### src/rtl/debug_ctrl.sv
// debug_ctrl: halt/resume/single-step controller with an optional debug
// register-read port.
// Build option: define DEBUG_CTRL_READ_EN to include the register-read path.
// Without it, rf_rs1 always follows IF_ID_rs1 and rd_ack/rd_data are tied to 0.
// Handshake: rd_req is a level held by the requester until it sees rd_ack.
// A read is granted only in HALTED while rd_ack is low. The granted data
// appears on rd_data together with a one-cycle rd_ack on the following cycle.
module debug_ctrl (
  input  logic        clk,
  input  logic        Rst,
  input  logic        halt_req,
  input  logic        resume_req,
  input  logic        step_req,
  input  logic        hz,
  input  logic        branch_taken,
  input  logic        rd_req,
  input  logic [4:0]  rd_adr,
  input  logic [4:0]  IF_ID_rs1,
  input  logic [31:0] rf_dout_rs1,
  output logic [4:0]  rf_rs1,
  output logic [31:0] rd_data,
  output logic        rd_ack,
  output logic        debug,
  output logic        halted,
  output logic        drain_timeout,
  output logic [15:0] step_cnt
);

  typedef enum logic [1:0] {
    ST_RUN    = 2'd0,
    ST_DRAIN  = 2'd1,
    ST_HALTED = 2'd2,
    ST_STEP   = 2'd3
  } state_t;

  state_t     state;
  logic [3:0] drain_cnt;
  logic       resume_pend;
  logic       step_pend;
  logic       rd_grant;
  logic       resume_eff;
  logic       step_eff;

  // A pulse arriving this cycle counts the same as one already pending.
  assign resume_eff = resume_pend | resume_req;
  assign step_eff   = step_pend | step_req;

`ifdef DEBUG_CTRL_READ_EN
  // Grant only while halted, never in the rd_ack cycle.
  assign rd_grant = (state == ST_HALTED) && rd_req && !rd_ack;
  assign rf_rs1   = rd_grant ? rd_adr : IF_ID_rs1;

  // Capture the register-file data on a grant and strobe rd_ack next cycle.
  always_ff @(posedge clk) begin
    if (Rst) begin
      rd_ack  <= 1'b0;
      rd_data <= 32'h0;
    end else begin
      rd_ack <= rd_grant;
      if (rd_grant) rd_data <= rf_dout_rs1;
    end
  end
`else
  logic unused_read_inputs;
  assign unused_read_inputs = ^{rd_req, rd_adr, rf_dout_rs1};
  assign rd_grant = 1'b0;
  assign rf_rs1   = IF_ID_rs1;
  assign rd_ack   = 1'b0;
  assign rd_data  = 32'h0;
`endif

  // Control FSM; debug/halted are registered alongside each transition.
  always_ff @(posedge clk) begin
    if (Rst) begin
      state         <= ST_RUN;
      drain_cnt     <= 4'd0;
      resume_pend   <= 1'b0;
      step_pend     <= 1'b0;
      debug         <= 1'b0;
      halted        <= 1'b0;
      drain_timeout <= 1'b0;
      step_cnt      <= 16'h0;
    end else begin
      case (state)
        ST_RUN: begin
          if (halt_req) begin
            state     <= ST_DRAIN;
            drain_cnt <= 4'd0;
          end
        end
        ST_DRAIN: begin
          if (resume_req) begin
            state <= ST_RUN;
          end else if (!hz && !branch_taken) begin
            state  <= ST_HALTED;
            debug  <= 1'b1;
            halted <= 1'b1;
          end else if (drain_cnt == 4'd15) begin
            state         <= ST_HALTED;
            debug         <= 1'b1;
            halted        <= 1'b1;
            drain_timeout <= 1'b1;
          end else begin
            drain_cnt <= drain_cnt + 4'd1;
          end
        end
        ST_HALTED: begin
          if (rd_grant) begin
            // Read wins this cycle; remember any requests for later.
            resume_pend <= resume_eff;
            step_pend   <= step_eff;
          end else if (resume_eff) begin
            state         <= ST_RUN;
            resume_pend   <= 1'b0;
            step_pend     <= 1'b0;
            drain_timeout <= 1'b0;
            debug         <= 1'b0;
            halted        <= 1'b0;
          end else if (step_eff) begin
            state     <= ST_STEP;
            step_pend <= 1'b0;
            debug     <= 1'b0;
            halted    <= 1'b0;
          end
        end
        ST_STEP: begin
          state    <= ST_HALTED;
          step_cnt <= step_cnt + 16'd1;
          debug    <= 1'b1;
          halted   <= 1'b1;
        end
        default: begin
          state  <= ST_RUN;
          debug  <= 1'b0;
          halted <= 1'b0;
        end
      endcase
    end
  end

endmodule

### config.mk
export PLATFORM = sky130hd
export DESIGN_NAME = debug_ctrl
export DESIGN_NICKNAME = d
export VERILOG_FILES = /design/src/rtl/debug_ctrl.sv
export SDC_FILE = /design/constraint.sdc
export NUM_CORES = 1
export LEC_CHECK = 0
export BUFFER_PORTS_ARGS = -buffer_cell sky130_fd_sc_hd__clkbuf_2
export CAP_MARGIN = 10
export CORE_UTILIZATION = 34
export CTS_CLUSTER_SIZE = 20
export DETAILED_ROUTE_END_ITERATION = 10
export PLACE_DENSITY = 0.75
export SLEW_MARGIN = 30
export SYNTH_ARGS = -nofsm -noshare
export SYNTH_HDL_FRONTEND = slang
export SYNTH_SLANG_ARGS = --single-unit
export TNS_END_PERCENT = 1
### constraint.sdc
create_clock -name clk -period 1.6 [get_ports clk]
set_input_delay 0.24 -clock clk [delete_from_list [all_inputs] [get_ports clk]]
set_output_delay 0.24 -clock clk [all_outputs]
set_load 0.05 [all_outputs]
# == Word level (Yosys, flattened, before mapping) ==
# Cells that the tools add are included.
# Widths: inputs -> output; s select.
# totals
reg_bits,25
latchBits,0
mem_bits_rw,0
romBits,0
output_inout_bits,57
word_cells,57
memories,0
# classes
n_addsub,2
mul,0
n_div,0
n_lt_le_gt_ge,0
eq_ne,13
shift,0
mux,22
bitwise,1
n_reduce_logical,13
# op_table
op,n
$add 16x1->16 const B,1
$mux 4,4
$mux 2,6
$ne 2x2->1 const B,6
$reduce_and 5->1,2
$mux 1,8
$pmux 2 s4,1
$pmux 4 s2,1
$ne 3x3->1 const B,2
$reduce_bool 2->1,3
$add 4x1->4 const B,1
$eq 2x2->1 const B,2
$eq 4x4->1 const B,1
$ne 4x4->1 const B,1
$reduce_and 4->1,1
$pmux 1 s3,1
$reduce_and 3->1,1
$reduce_bool 3->1,1
$eq 2x1->1 const B,1
$logic_not 1->1,2
$logic_not 2->1,1
$pmux 1 s2,1
$reduce_and 2->1,1
$logic_and 1x1->1,1
$or 1x1->1,1

# == Depth between registers and ports, before layout ==
# logic_depth
ltp_word,5
depth_mapped,6
depth_no_buf,5

# == Worst setup path before layout ==
# Ideal clock, no wire load.
# synth_path
kind,reg-to-reg
from,register step_cnt[4]
to,register step_cnt[15]
setup_time_ps,70
arrival_time_ps,1729
t_required_ps,1530
setup_slack_ps,-199
stages_incl_launch_ff,6
path_buffers,1
period_less_slack_ps,1799
cell_sequence,dfxtp_1 and3_1 buf_2 nand3_4 or4_1 a21oi_1
# synth_via
elab_chain_cells,1
# synth_lines
element,line_no,source
start: declaration,26,output logic [15:0] step_cnt
start signal: assignment,128,step_cnt <= step_cnt + 16'd1;
$add 16x1->16,128,
# No other way between the ends.
# A chain may end at the register's enable or synchronous reset.

# == Final worst setup path ==
# layout_path
from,register step_cnt[3]
to,register step_cnt[15]
# The elaborated chain is that of the path after synthesis.

==> reports/qor.csv <==
metric,value,unit
outcome,"complete, no violations",
Reg2Reg Depth,4,
Clock transition at path regs,0.09,ns
Yosys reg bits,24,
CP Class,reg2reg,
post-synthesis sequential area ratio,0.332,
CTS sink cnt,24,
# IOs,107,
Starting DRT DRC Count,70,
FILL cells,422,
Layout area overhead,8.12,%
grt ovf,0,
first-pass GRT wire length,4080,um
Worst Hold Class,in2reg,
maxcap violations,0,
placed insts,247,
final hold vios,0,
DRC violations left,0,
compound-gate portion of the synthesized area,0.116,
ys flop type,dfxtp_1,
Hold Buf Count CTS,0,
XOR/XNOR share of the synthesized area,0.0666,
unrepaired setup endpoints after global routing,no,
number of global-route vias before repair,931,
post-synthesis mux area share,0,
later-pin clock latency in the skew report,0.27,ns
clk root buf,clkbuf_8,
synth top area cells,"dfxtp_1 (33%), buf_4 (20%), xor2_1 (6.7%)",
Clock Path Buffers,2,
# setup viols final,0,
GRT Total Usage,0.122,
WP data required,1.80,ns
Final Cycle Share,0.930,
YS warnings,0,
Port Buf Inserts,25,
Synth cell types,36,
TritonCTS Buffers,3,
worst r2r src,step_cnt[3]$_SDFFE_PP0N_,
initial antenna violation count,0,
nets@finish,254,
R2R Path End,step_cnt[15]$_SDFFE_PP0N_,
vias per cell,4.60,
Critical Path AT,1.69,ns
H-tree Lvls,1,
largest family of logic cells by synthesized area,buffers and inverters,
Synth area leader,dfxtp_1,
Final Critical Period,1.49,ns
GPL Wtd Cong,0.741,
share of cells above drive strength 1,0.264,
CP endpoint,step_cnt[15]$_SDFFE_PP0N_,
setup tns final,0,ns
Die W,67.3,um
share of the synthesized area in the top cell type,0.332,
Worst Clk Skew,0.0102,ns
R2R Setup Slk,0.11,ns
Synth Area in Adders,0.0173,
syn avg cell area,8.23,um^2
Crit. Startpoint,step_cnt[3]$_SDFFE_PP0N_,
initial core utilization,0.357,
Mapped Area,1450,um^2
row count,23,
Die Ht,67.3,um
Total Wirelength,2550,um
Post-synth EDFFs,0,
largest net degree at the start of global routing,25,
vias,1155,
die area,4520,um^2
WL per Instance,10.2,um
CTS tree,yes,
post-synthesis cell count,176,
Non-Filler Instances,251,
Crit. End Element,register,
pwr dens,806,nW/um^2
DRT Pass-1 Iters,4,
CP Max Fanout,6,
Startpoint Class,register,
leak pwr,0.672,nW
n_diodes,0,
Post-Synth Simple-Gate Area,0.229,
fin. max-slew vios,0,
Core ar.,4060,um^2
VDD IR max,0.000374,V
share of synthesized flip-flops with an asynchronous set or reset,0,
Max Freq,672,MHz
Antenna Violating Nets Remaining,0,
DP HPWL,1850,um
==> critical path, cell delays in order, from the launching register on <==
cell and delay, ns:
dfxtp_2 0.37, and4_2 0.32, nand3_4 0.11, or4_1 0.48
a21oi_1 0.15
==> flip-flops by register name, summed over array words and instances (netlist names) <==
signal / flops
step_cnt: 16
drain_timeout: 1
drain_cnt: 4
halted: 1
state: 2
==> cells by family (layout without fill, tap and decap cells) <==
logic type,after synthesis,in the layout
XOR/XNOR,11,11
flip-flops,24,24
buffers and inverters,48,41
adder cells (fa/ha/maj),2,2
other,1,33
AND/OR/NAND/NOR,61,61
AO/OA/AOI/OAI,29,29
==> report_power, final <==
group | internal [W] | switching [W]
clock | 0.000220 | 0.000195
sequential | 0.000602 | 0.00000391
combinational | 0.0000247 | 0.000217
==> cell usage after synthesis, types with 3 or more instances <==
library cell	n
or3_1	3
nor3_1	3
nand4_1	8
dfxtp_1	24
clkbuf_1	4
xor2_1	11
nor2_1	12
o21ai_0	8
nand3_1	7
a21oi_1	12
buf_4	39
nand2_1	12
==> worst min path at each step <==
stage	from	end	slack, ns	cells past startpoint
4_1_cts	resume_req	state[1]$_SDFFE_PP0P_	0.32	3
6_report	resume_req	state[1]$_SDFFE_PP0P_	0.34	3
2_1_floorplan	Rst	drain_cnt[0]$_SDFFE_PP0P_	0.31	1
3_5_place_dp	drain_timeout$_SDFFE_PP0P_	drain_timeout$_SDFFE_PP0P_	0.46	2
5_1_grt	resume_req	state[1]$_SDFFE_PP0P_	0.36	3
3_3_place_gp	drain_timeout$_SDFFE_PP0P_	drain_timeout$_SDFFE_PP0P_	0.46	2
==> metrics by stage <==
stage          worst slack, ns  total power, W   util  hold slack (ns)  area [um^2]
2_1_floorplan          0.00169        0.000935      -            0.309         1580
3_3_place_gp            0.0995        0.000859  0.372            0.461         1510
3_5_place_dp            0.0716        0.000860  0.372            0.461         1510
4_1_cts                 0.0433         0.00128  0.385            0.324         1560
5_1_grt                0.00922         0.00132  0.386            0.356         1570
6_report                 0.112         0.00126  0.386            0.339         1570
==> per-layer routing <==
metal	vias up	share of wire	track usage
li1	588	-	-
met1	518	0.47	0.142
met2	44	0.45	0.200
met3	5	0.067	0.0422
met4	0	0.014	0.0505
met5	-	0	0
==> cell usage in the layout, fill, tap and decap left out, types with 2 or more instances in the layout <==
cell type and count:
a21oi_1 12, a31oi_1 2, and2_1 2, and3_1 2, buf_4 10, clkbuf_2 25
clkbuf_8 4, conb_1 33, dfxtp_1 13, dfxtp_2 11, ha_1 2, inv_1 2
nand2_1 12, nand3_1 7, nand3b_1 2, nand4_1 8, nor2_1 12, nor3_1 3
nor4_1 2, o21ai_0 8, or3_1 3, xor2_1 11
==> repair_timing <==
item                                   CTS  global route
buffers inserted                         0             0
setup endpoints to repair                0             1
gates resized for setup                  0             1
endpoints found under the hold margin    0             0
==> final cells by class <==
cell class,instances,area (um^2),area share
multi-input combinational,136,746,0.476
sequential,24,494,0.316
timing repair buffer,35,200,0.128
tap,50,62.6,0.0400
clock buffer,4,55.1,0.0352
inverter,2,7.51,0.00480
No activity file was read; power rests on OpenSTA's default activity.
